==> src/rtl/lsu_mem_master_if.sv <==
// Memory port bundle shared by the load/store unit (master) and the data memory (slave).
// The slave is synchronous: rd_data reflects the rd_addr presented in the previous cycle.
interface mem_intf #(
   parameter int ADDRWIDTH = 32,
   parameter int BUSWIDTH  = 32
);
   logic [ADDRWIDTH-1:0] rd_addr;
   logic [ADDRWIDTH-1:0] wr_addr;
   logic [BUSWIDTH-1:0]  wr_data;
   logic                 wren;
   logic [BUSWIDTH-1:0]  rd_data;

   modport master (output rd_addr, output wr_addr, output wr_data, output wren, input rd_data);
   modport slave  (input rd_addr, input wr_addr, input wr_data, input wren, output rd_data);
endinterface

==> src/rtl/lsu_mem_master.sv <==
// Load/store unit: byte/half/word requests onto a word-wide memory port without byte enables.
// Sub-word stores are read-modify-write; loads are lane-extracted and sign/zero-extended.
module lsu_mem_master #(
   parameter int ADDRWIDTH = 32,
   parameter int BUSWIDTH  = 32
) (
   input  logic                 clk,
   input  logic                 rst,
   input  logic                 req_valid,
   output logic                 req_ready,
   input  logic                 req_we,
   input  logic [ADDRWIDTH-1:0] req_addr,
   input  logic [1:0]           req_size,
   input  logic                 req_unsigned,
   input  logic [BUSWIDTH-1:0]  req_wdata,
   output logic                 rsp_valid,
   output logic [BUSWIDTH-1:0]  rsp_rdata,
   output logic                 rsp_err,
   mem_intf.master              mem
);

   if (BUSWIDTH != 32) begin : g_buswidth_check
      $error("lsu_mem_master: only BUSWIDTH=32 is supported");
   end

   typedef enum logic [2:0] {
      IDLE,
      RD,
      DATA,
      WR,
      RESP,
      ERR
   } state_e;

   typedef enum logic [1:0] {
      SZ_BYTE = 2'b00,
      SZ_HALF = 2'b01,
      SZ_WORD = 2'b10,
      SZ_BAD  = 2'b11
   } size_e;

   state_e               state;
   state_e               next_state;

   logic                 we_q;
   logic [ADDRWIDTH-1:0] addr_q;
   size_e                size_q;
   logic                 uns_q;
   logic [BUSWIDTH-1:0]  wdata_q;

   logic                 accept;
   logic                 req_err;
   logic [7:0]           byte_lane;
   logic [15:0]          half_lane;
   logic [BUSWIDTH-1:0]  load_ext;
   logic [BUSWIDTH-1:0]  merged;

   assign accept      = req_valid && req_ready;
   assign mem.rd_addr = {addr_q[ADDRWIDTH-1:2], 2'b00};

   always_comb begin
      req_err = 1'b0;
      case (size_e'(req_size))
         SZ_HALF: req_err = req_addr[0];
         SZ_WORD: req_err = (req_addr[1:0] != 2'b00);
         SZ_BAD:  req_err = 1'b1;
         default: req_err = 1'b0;
      endcase
   end

   always_comb begin
      next_state = state;
      req_ready  = (state == IDLE);
      case (state)
         IDLE: begin
            if (req_valid) begin
               if (req_err)
                  next_state = ERR;
               else if (req_we && size_e'(req_size) == SZ_WORD)
                  next_state = WR;
               else
                  next_state = RD;
            end
         end
         RD:   next_state = DATA;
         DATA: next_state = we_q ? WR : RESP;
         WR:   next_state = IDLE;
         RESP: next_state = IDLE;
         ERR:  next_state = IDLE;
         default: next_state = IDLE;
      endcase
   end

   // Lane selection and merge operate on rd_data, valid only while in DATA.
   always_comb begin
      byte_lane = mem.rd_data[{addr_q[1:0], 3'b000} +: 8];
      half_lane = mem.rd_data[{addr_q[1], 4'b0000} +: 16];
      load_ext  = mem.rd_data;
      merged    = mem.rd_data;
      case (size_q)
         SZ_BYTE: begin
            load_ext = {{(BUSWIDTH-8){~uns_q & byte_lane[7]}}, byte_lane};
            merged[{addr_q[1:0], 3'b000} +: 8] = wdata_q[7:0];
         end
         SZ_HALF: begin
            load_ext = {{(BUSWIDTH-16){~uns_q & half_lane[15]}}, half_lane};
            merged[{addr_q[1], 4'b0000} +: 16] = wdata_q[15:0];
         end
         default: begin
            load_ext = mem.rd_data;
            merged   = mem.rd_data;
         end
      endcase
   end

   always_ff @(posedge clk or posedge rst) begin
      if (rst)
         state <= IDLE;
      else
         state <= next_state;
   end

   always_ff @(posedge clk or posedge rst) begin
      if (rst) begin
         we_q        <= 1'b0;
         addr_q      <= '0;
         size_q      <= SZ_BYTE;
         uns_q       <= 1'b0;
         wdata_q     <= '0;
         mem.wren    <= 1'b0;
         mem.wr_addr <= '0;
         mem.wr_data <= '0;
         rsp_valid   <= 1'b0;
         rsp_err     <= 1'b0;
         rsp_rdata   <= '0;
      end else begin
         if (accept) begin
            we_q        <= req_we;
            addr_q      <= req_addr;
            size_q      <= size_e'(req_size);
            uns_q       <= req_unsigned;
            wdata_q     <= req_wdata;
            mem.wr_addr <= {req_addr[ADDRWIDTH-1:2], 2'b00};
            mem.wr_data <= req_wdata;
         end else if (state == DATA && we_q) begin
            mem.wr_data <= merged;
         end
         // Outputs are registered, so they are decoded from the state being entered.
         mem.wren  <= (next_state == WR);
         rsp_valid <= (next_state == WR) || (next_state == RESP) || (next_state == ERR);
         rsp_err   <= (next_state == ERR);
         rsp_rdata <= (state == DATA && !we_q) ? load_ext : '0;
      end
   end

endmodule
==> src/flat_wrapper.sv <==
// flat-port wrapper written by rule: the top's interface ports become plain ports
module lsu_mem_master_flat 
#(
   parameter int ADDRWIDTH = 32,
   parameter int BUSWIDTH  = 32
)
  (clk, rst, req_valid, req_ready, req_we, req_addr, req_size, req_unsigned, req_wdata, rsp_valid, rsp_rdata, rsp_err, mem_rd_addr, mem_wr_addr, mem_wr_data, mem_wren, mem_rd_data);
  mem_intf #(.ADDRWIDTH(ADDRWIDTH), .BUSWIDTH(BUSWIDTH)) mem_i ();
  input  logic clk;
  input  logic rst;
  input  logic req_valid;
  output logic req_ready;
  input  logic req_we;
  input  logic [ADDRWIDTH-1:0] req_addr;
  input  logic [1:0] req_size;
  input  logic req_unsigned;
  input  logic [BUSWIDTH-1:0] req_wdata;
  output logic rsp_valid;
  output logic [BUSWIDTH-1:0] rsp_rdata;
  output logic rsp_err;
  output wire logic [$bits(mem_i.rd_addr)-1:0] mem_rd_addr;
  output wire logic [$bits(mem_i.wr_addr)-1:0] mem_wr_addr;
  output wire logic [$bits(mem_i.wr_data)-1:0] mem_wr_data;
  output wire logic [$bits(mem_i.wren)-1:0] mem_wren;
  input wire logic [$bits(mem_i.rd_data)-1:0] mem_rd_data;
  assign mem_rd_addr = mem_i.rd_addr;
  assign mem_wr_addr = mem_i.wr_addr;
  assign mem_wr_data = mem_i.wr_data;
  assign mem_wren = mem_i.wren;
  assign mem_i.rd_data = mem_rd_data;
  lsu_mem_master #(.ADDRWIDTH(ADDRWIDTH), .BUSWIDTH(BUSWIDTH)) u_core (.clk(clk), .rst(rst), .req_valid(req_valid), .req_ready(req_ready), .req_we(req_we), .req_addr(req_addr), .req_size(req_size), .req_unsigned(req_unsigned), .req_wdata(req_wdata), .rsp_valid(rsp_valid), .rsp_rdata(rsp_rdata), .rsp_err(rsp_err), .mem(mem_i));
endmodule
==> config.mk <==
export PLATFORM = sky130hd
export DESIGN_NAME = lsu_mem_master_flat
export DESIGN_NICKNAME = d
export VERILOG_FILES = /design/src/rtl/lsu_mem_master_if.sv /design/src/rtl/lsu_mem_master.sv /design/src/flat_wrapper.sv
export SDC_FILE = /design/constraint.sdc
export NUM_CORES = 1
export LEC_CHECK = 0
export ABC_AREA = 1
export BUFFER_PORTS_ARGS = -buffer_cell sky130_fd_sc_hd__clkbuf_2
export CORE_UTILIZATION = 46
export CTS_BUF_LIST = sky130_fd_sc_hd__clkbuf_8
export DETAILED_ROUTE_END_ITERATION = 12
export PLACE_DENSITY = 0.74
export SYNTH_ARGS = -nofsm -noshare
export SYNTH_HDL_FRONTEND = slang
export SYNTH_SLANG_ARGS = --single-unit
==> constraint.sdc <==
create_clock -name clk -period 8.8 [get_ports clk]
set_clock_uncertainty 0.05 [all_clocks]
set_input_delay 0.44 -clock clk [delete_from_list [all_inputs] [get_ports clk]]
set_output_delay 0.44 -clock clk [all_outputs]
set_load 0.02 [all_outputs]
==> flow_metrics.env, run 1 <==
export IMPL_seq_area_mm2=0.003053
export IMPL_fin_ws_ns=6.091
export IMPL_yosys_warnings=0
export IMPL_dr_total_vias=7086
export IMPL_cp_start_kind="register"
export IMPL_drt_total_wl_mm=21.43
export IMPL_clk_pin_slew_worst_paths_ns=0.08
export IMPL_clock_power_share_pct=15.7
export IMPL_gp_congestion=0.9646
export IMPL_final_cells=1369
export IMPL_comb_power_share_pct=55.3
export IMPL_die_x_um=126.6
export IMPL_numCtsBuffers=17
export IMPL_r2r_start="u_core.state[2]"
export IMPL_grt_remaining_overflow=0
export IMPL_drc=0
export IMPL_worstPathMaxFanout=82
export IMPL_first_global_vias=6485
export IMPL_cts_buffer_depth=2
export IMPL_slowest_stage="inv_2"
export IMPL_fmax_mhz=369.1
export IMPL_r2r_setup_slack_ns=6.09
export IMPL_cp_arrival_ns=3.04
export IMPL_slew_viol_final=0
export IMPL_outcome="complete, no violations"
export IMPL_first_pass_iters=6
export IMPL_synth_area_per_cell_um2=6.984
export IMPL_coreArea_mm2=0.01520
export IMPL_htreeDepth=4
export IMPL_start_util_pct=47.00
export IMPL_num_io_pins=235
export IMPL_final_layout_size_suffix_gt1_share_pct=23.88
export IMPL_setup_violations=0
export IMPL_p_leak_nw=4.904
export IMPL_grt_antenna_before_repair=0
export IMPL_grt_use_total_pct=27.53
export IMPL_synth_area_leaders="dfrtp_1, nand2_1, buf_4"
export IMPL_cts_num_sinks=122
export IMPL_n_fill_cell=1507
export IMPL_p_int_mw=1.642
export IMPL_setup_tns_ns=0
export IMPL_power_total_mw=3.355
export IMPL_p_sw_mw=1.714
export IMPL_area_growth_pct=16.36
export IMPL_min_path_type="input port to asynchronous set/reset pin"
export IMPL_dp_hpwl_mm=15.50
export IMPL_postRouteAntennaNets=0
export IMPL_worst_ir_drop_vdd_v=0.0002653
export IMPL_max_cap_violations=0
export IMPL_cpMostUsedCell="nand2_1"
export IMPL_num_rows=45
export IMPL_netlist_area_leader_share_pct=42.73
export IMPL_final_period_utilization_pct=30.78
export IMPL_final_cell_mix="nand2_1, clkbuf_2, dfrtp_1"
export IMPL_multi_input_area_mm2=0.003077
export IMPL_cp_endpoint="u_core.mem.wr_data[7]"
export IMPL_final_nets=1277
export IMPL_vias_per_cell=5.176
export IMPL_cts_resized=0
export IMPL_crit_type="register to register"
export IMPL_cp_end_kind="register"
export IMPL_cp_slowest_stage_delay_ns=0.75
export IMPL_wire_per_inst_um=15.66
export IMPL_cts_root_buffer="clkbuf_8"
export IMPL_n_antenna_cell=0
export IMPL_yosysSeqAreaShare_pct=42.73
export IMPL_layout_commonest_cell="nand2_1"
export IMPL_finalCriticalPeriod_ns=2.709
export IMPL_ys_ff_latch=122
export IMPL_placedCellCount=1338
export IMPL_fp_dieH_um=126.6
export IMPL_io_buffers=230
export IMPL_dieArea_mm2=0.01603
export IMPL_reg2regPathDepth=8
export IMPL_drt_initial_drc_count=636
export IMPL_cts_setup_buffers=0
export IMPL_pre_cts_ws_ns=5.941
export IMPL_hold_viol=0
export IMPL_worst_pin_slew_ns=1.198
export IMPL_holdBufCountCts=0
export IMPL_cts_tree="done"
export IMPL_switching_share_pct=51.07
export IMPL_worstPathRequired_ns=9.13
export IMPL_rsz0062_at_grt="false"
export IMPL_cp_startpoint="u_core.state[2]"
export IMPL_maxSlewHeadroom_pct=19.97
export IMPL_power_density_mw_per_mm2=403.6
export IMPL_grt_pass1_wl_mm=33.89
export IMPL_syn_area_mm2=0.007144
export IMPL_r2r_end="u_core.mem.wr_data[7]"
export IMPL_crit_chain="nor2_2 > nand3_4 > buf_4 > inv_2 > nand2_1 > nand2_1 > nand2_1 > a21oi_1"
export IMPL_grt_max_degree=83
export IMPL_p_seq_share_pct=28.9
export IMPL_synth_top_area_cell="dfrtp_1"
export IMPL_synth_distinct_cells=25
export IMPL_clock_latency_ns=0.45
export IMPL_netlist_instances=1023
-- power by group through the flow --
stage / registers, mW / logic [mW] / clock network, mW
floorplan: 1.05 / 1.37 / 0
global placement: 0.970 / 1.82 / 0
detailed placement: 0.973 / 1.85 / 0
CTS: 0.967 / 1.85 / 0.537
global route: 0.998 / 2.06 / 0.565
finish: 0.971 / 1.86 / 0.527
-- area by class of cell --
cell class / instances / area share, %
clock buffer: 20 / 3.311
clock inverter: 11 / 1.746
inverter: 85 / 3.898
multi-input combinational: 706 / 37.01
sequential: 122 / 36.72
tap: 188 / 2.830
timing repair buffer: 237 / 14.48
-- synthesized netlist by cell type (all sizes together) --
| library cell | number |
|---|---|
| a21boi | 6 |
| a21oi | 76 |
| a22oi | 7 |
| buf | 99 |
| clkbuf | 14 |
| conb | 1 |
| dfrtp | 122 |
| ha | 5 |
| inv | 85 |
| nand2 | 394 |
| nand3 | 27 |
| nand3b | 1 |
| nand4 | 21 |
| nor2 | 89 |
| o211ai | 3 |
| o21ai | 72 |
| or2 | 1 |
-- registers in the layout, indices dropped and copies added (netlist names) --
signal / count
u_core.wdata_q: 16
u_core.rsp_rdata: 32
u_core.rsp_err: 1
u_core.mem.wren: 1
u_core.state: 3
u_core.rsp_valid: 1
u_core.addr_q: 32
u_core.size_q: 2
u_core.uns_q: 1
u_core.mem.wr_data: 32
u_core.we_q: 1
-- stage by stage --
step / cell area, µm² / util [%] / hold WS, ns
2_1_floorplan: 7156 / - / 0.4213
4_1_cts: 8313 / 54.68 / 0.1031
3_5_place_dp: 7893 / 51.92 / 0.4152
5_1_grt: 8313 / 54.68 / 0.1126
6_report: 8313 / 54.68 / 0.1065
3_3_place_gp: 7893 / 51.92 / 0.4115
-- worst min-delay path by stage --
stage                           start                     end  slack (ns)  cells after the start
2_1_floorplan      u_core.wdata_q[10]      u_core.wdata_q[10]        0.42                      2
3_3_place_gp   u_core.mem.wr_data[31]  u_core.mem.wr_data[31]        0.41                      2
3_5_place_dp   u_core.mem.wr_data[31]  u_core.mem.wr_data[31]        0.42                      2
4_1_cts                  req_addr[17]       u_core.addr_q[17]        0.10                      3
5_1_grt                  req_addr[19]       u_core.addr_q[19]        0.11                      3
6_report                          rst        u_core.addr_q[8]        0.11                      2
-- worst max-delay path: cells and delay by family (launching register included) --
family | cells | cell delay [ns]
flip-flops | 1 | 0.40
AND/OR/NAND/NOR | 5 | 0.79
AO/OA/AOI/OAI | 1 | 0.13
buffers and inverters | 2 | 1.21
-- per-layer routing --
metal / global-route usage, % / routed length (µm)
met5: 0 / 0
met4: 13.39 / 836
met3: 5.567 / 1920
met2: 41.99 / 9804
met1: 37.48 / 8870
-- logic make-up after synthesis --
| kind of cell | Yosys count | synth area share (%) |
|---|---|---|
| compound gates | 164 | 12.05 |
| flops | 122 | 42.73 |
| fa+ha+maj | 5 | 0.8757 |
| buf+inv | 198 | 14.54 |
| simple gates | 533 | 29.75 |
| other cells | 1 | 0.05249 |
Power figures use the tool's default switching activity.
==> run 2: changes to the inputs <==
==> constraint.sdc (replaced) <==
create_clock -name clk -period 2.5 [get_ports clk]
set_clock_uncertainty 0.05 [all_clocks]
set_input_delay 0.125 -clock clk [delete_from_list [all_inputs] [get_ports clk]]
set_output_delay 0.125 -clock clk [all_outputs]
set_load 0.02 [all_outputs]
==> run 2 against run 1 <==
Sequential power grew to 3.6 times the previous value. Via count grew 6.9%. Cell count grew 7.5%. Core utilization grew 6.3 points. Maximum frequency grew 28%. Count of clock-buffer cells in the layout shrank 2. Clock power grew to 3.1 times the previous value. Non-clock buffer count grew 102. Total power grew to 3.5 times the previous value. Critical path depth grew 1. Highest routed layer unchanged.
==> flow_metrics.env, run 2 (synthesis gave the netlist of run 1 again) <==
export IMPL_cts_setup_buffers=0
export IMPL_dr_total_vias=7572
export IMPL_r2r_end="u_core.mem.wr_data[13]"
export IMPL_num_io_pins=235
export IMPL_dpl_instance_area_mm2=0.007974
export IMPL_area_growth_pct=29.84
export IMPL_largest_registers="u_core.addr_q (32), u_core.mem.wr_data (32), u_core.rsp_rdata (32)"
export IMPL_start_util_pct=47.00
export IMPL_setup_violations=0
export IMPL_grt_use_total_pct=29.78
export IMPL_final_layout_size_suffix_gt1_share_pct=22.82
export IMPL_n_antenna_cell=0
export IMPL_reg2regPathDepth=9
export IMPL_hp_start="mem_rd_data[14]"
export IMPL_worstPathRequired_ns=2.83
export IMPL_cts_resized=0
export IMPL_final_period_utilization_pct=84.75
export IMPL_hold_viol=0
export IMPL_fmax_mhz=472.0
export IMPL_fp_dieH_um=126.6
export IMPL_cts_num_sinks=122
export IMPL_pre_cts_ws_ns=0.4261
export IMPL_drt_total_wl_mm=23.33
export IMPL_min_path_type="input port to register"
export IMPL_fin_ws_ns=0.3813
export IMPL_power_density_mw_per_mm2=1278
export IMPL_grt_max_degree=123
export IMPL_drc=0
export IMPL_worstPathMaxFanout=16
export IMPL_vias_per_cell=5.144
export IMPL_cp_end_kind="register"
export IMPL_clock_latency_ns=0.45
export IMPL_first_pass_iters=9
export IMPL_rsz0062_at_grt="false"
export IMPL_htreeDepth=4
export IMPL_cp_start_kind="register"
export IMPL_io_buffers=230
export IMPL_die_x_um=126.6
export IMPL_layout_commonest_cell="nand2_1"
export IMPL_max_cap_violations=0
export IMPL_wire_per_inst_um=15.85
export IMPL_cts_root_buffer="clkbuf_8"
export IMPL_crit_type="register to register"
export IMPL_drt_initial_drc_count=698
export IMPL_postRouteAntennaNets=0
export IMPL_cts_buffer_depth=2
export IMPL_numCtsBuffers=17
export IMPL_p_leak_nw=5.317
export IMPL_grt_antenna_before_repair=0
export IMPL_holdPathEnd="u_core.rsp_rdata[14]"
export IMPL_num_rows=45
export IMPL_final_cell_mix="nand2_1, clkbuf_2, dfrtp_1"
export IMPL_cp_arrival_ns=2.45
export IMPL_final_area_mm2=0.009276
export IMPL_maxSlewHeadroom_pct=53.85
export IMPL_dp_hpwl_mm=15.79
export IMPL_finalCriticalPeriod_ns=2.119
export IMPL_n_fill_cell=1414
export IMPL_clk_pin_slew_worst_paths_ns=0.07
export IMPL_gp_congestion=0.9468
export IMPL_slew_viol_final=0
export IMPL_r2r_start="u_core.addr_q[0]"
export IMPL_cts_tree="done"
export IMPL_cp_startpoint="u_core.addr_q[0]"
export IMPL_setup_tns_ns=0
export IMPL_coreArea_mm2=0.01520
export IMPL_dieArea_mm2=0.01603
export IMPL_worst_pin_slew_ns=0.6922
export IMPL_worst_ir_drop_vdd_v=0.0007688
export IMPL_final_nets=1379
export IMPL_worst_hold_path_num_cells=5
export IMPL_grt_pass1_wl_mm=37.05
export IMPL_outcome="complete, no violations"
export IMPL_grt_remaining_overflow=0
export IMPL_first_global_vias=7044
export IMPL_r2r_setup_slack_ns=0.38
## run 2: changes by cell type in the layout (fill, tap and decap cells not counted), sizes merged
cell,before,now
bufinv,3,1
clkinv,1,8
dlygate4sd3,0,93
clkbuf,250,248
inv,87,85
buf,7,16
## run 2: how the worst max path moves through the flow
stage | to | slack (ns) | cells past startpoint
global placement | u_core.mem.wr_data[13] | 0.50 | 9
floorplan | u_core.mem.wr_data[24] | 0.48 | 11
global route | u_core.mem.wr_data[15] | 0.22 | 9
finish | u_core.mem.wr_data[13] | 0.38 | 9
detailed placement | u_core.mem.wr_data[13] | 0.43 | 9
CTS | u_core.mem.wr_data[13] | 0.43 | 9
## run 2: per-stage QoR
stage	power (mW)	hold WS [ns]	instances	util, %
2_1_floorplan	8.530	0.1846	1026	-
3_3_place_gp	9.941	0.2686	1347	52.45
3_5_place_dp	9.987	0.2712	1347	52.45
4_1_cts	11.78	0.004901	1472	61.02
5_1_grt	12.74	0.06522	1472	61.02
6_report	11.85	0.04103	1472	61.02
## run 2: per-layer routing
layer  up-vias  wire length (µm)  global-route usage, %
li1       3638                 -                      -
met1      3475              9789                  39.20
met2       396             10970                  48.39
met3        63              1827                  6.200
met4         0               750                  11.20
met5         -                 0                      0
## run 2: repair_timing
| item | in CTS | in global routing |
|---|---|---|
| endpoints found under the setup margin | 0 | 0 |
| endpoints found under the hold margin | 230 | 0 |
| hold buffers | 93 | 0 |
## run 2: critical path: stages (launching register included)
cell and delay [ns]:
dfrtp_1 0.36, inv_2 0.11, ha_1 0.31, inv_1 0.39
nand3_1 0.19, o21ai_0 0.30, nand2_1 0.09, nand2_1 0.07
nand2_1 0.05, a21oi_1 0.14
## run 2: layout make-up
type,count,area [µm²],share of cell area (%)
clock inverter,14,123.9,1.335
inverter,85,325.3,3.507
clock buffer,18,247.7,2.671
timing repair buffer,339,2215,23.87
tap,188,235.2,2.536
multi-input combinational,706,3077,33.17
sequential,122,3053,32.91
## run 2: power by group
part	leakage, nW	switching (mW)	total, mW	internal, mW
sequential	1.55	0.683	3.46	2.78
combinational	3.59	4.64	6.74	2.10
clock	0.181	0.839	1.65	0.809
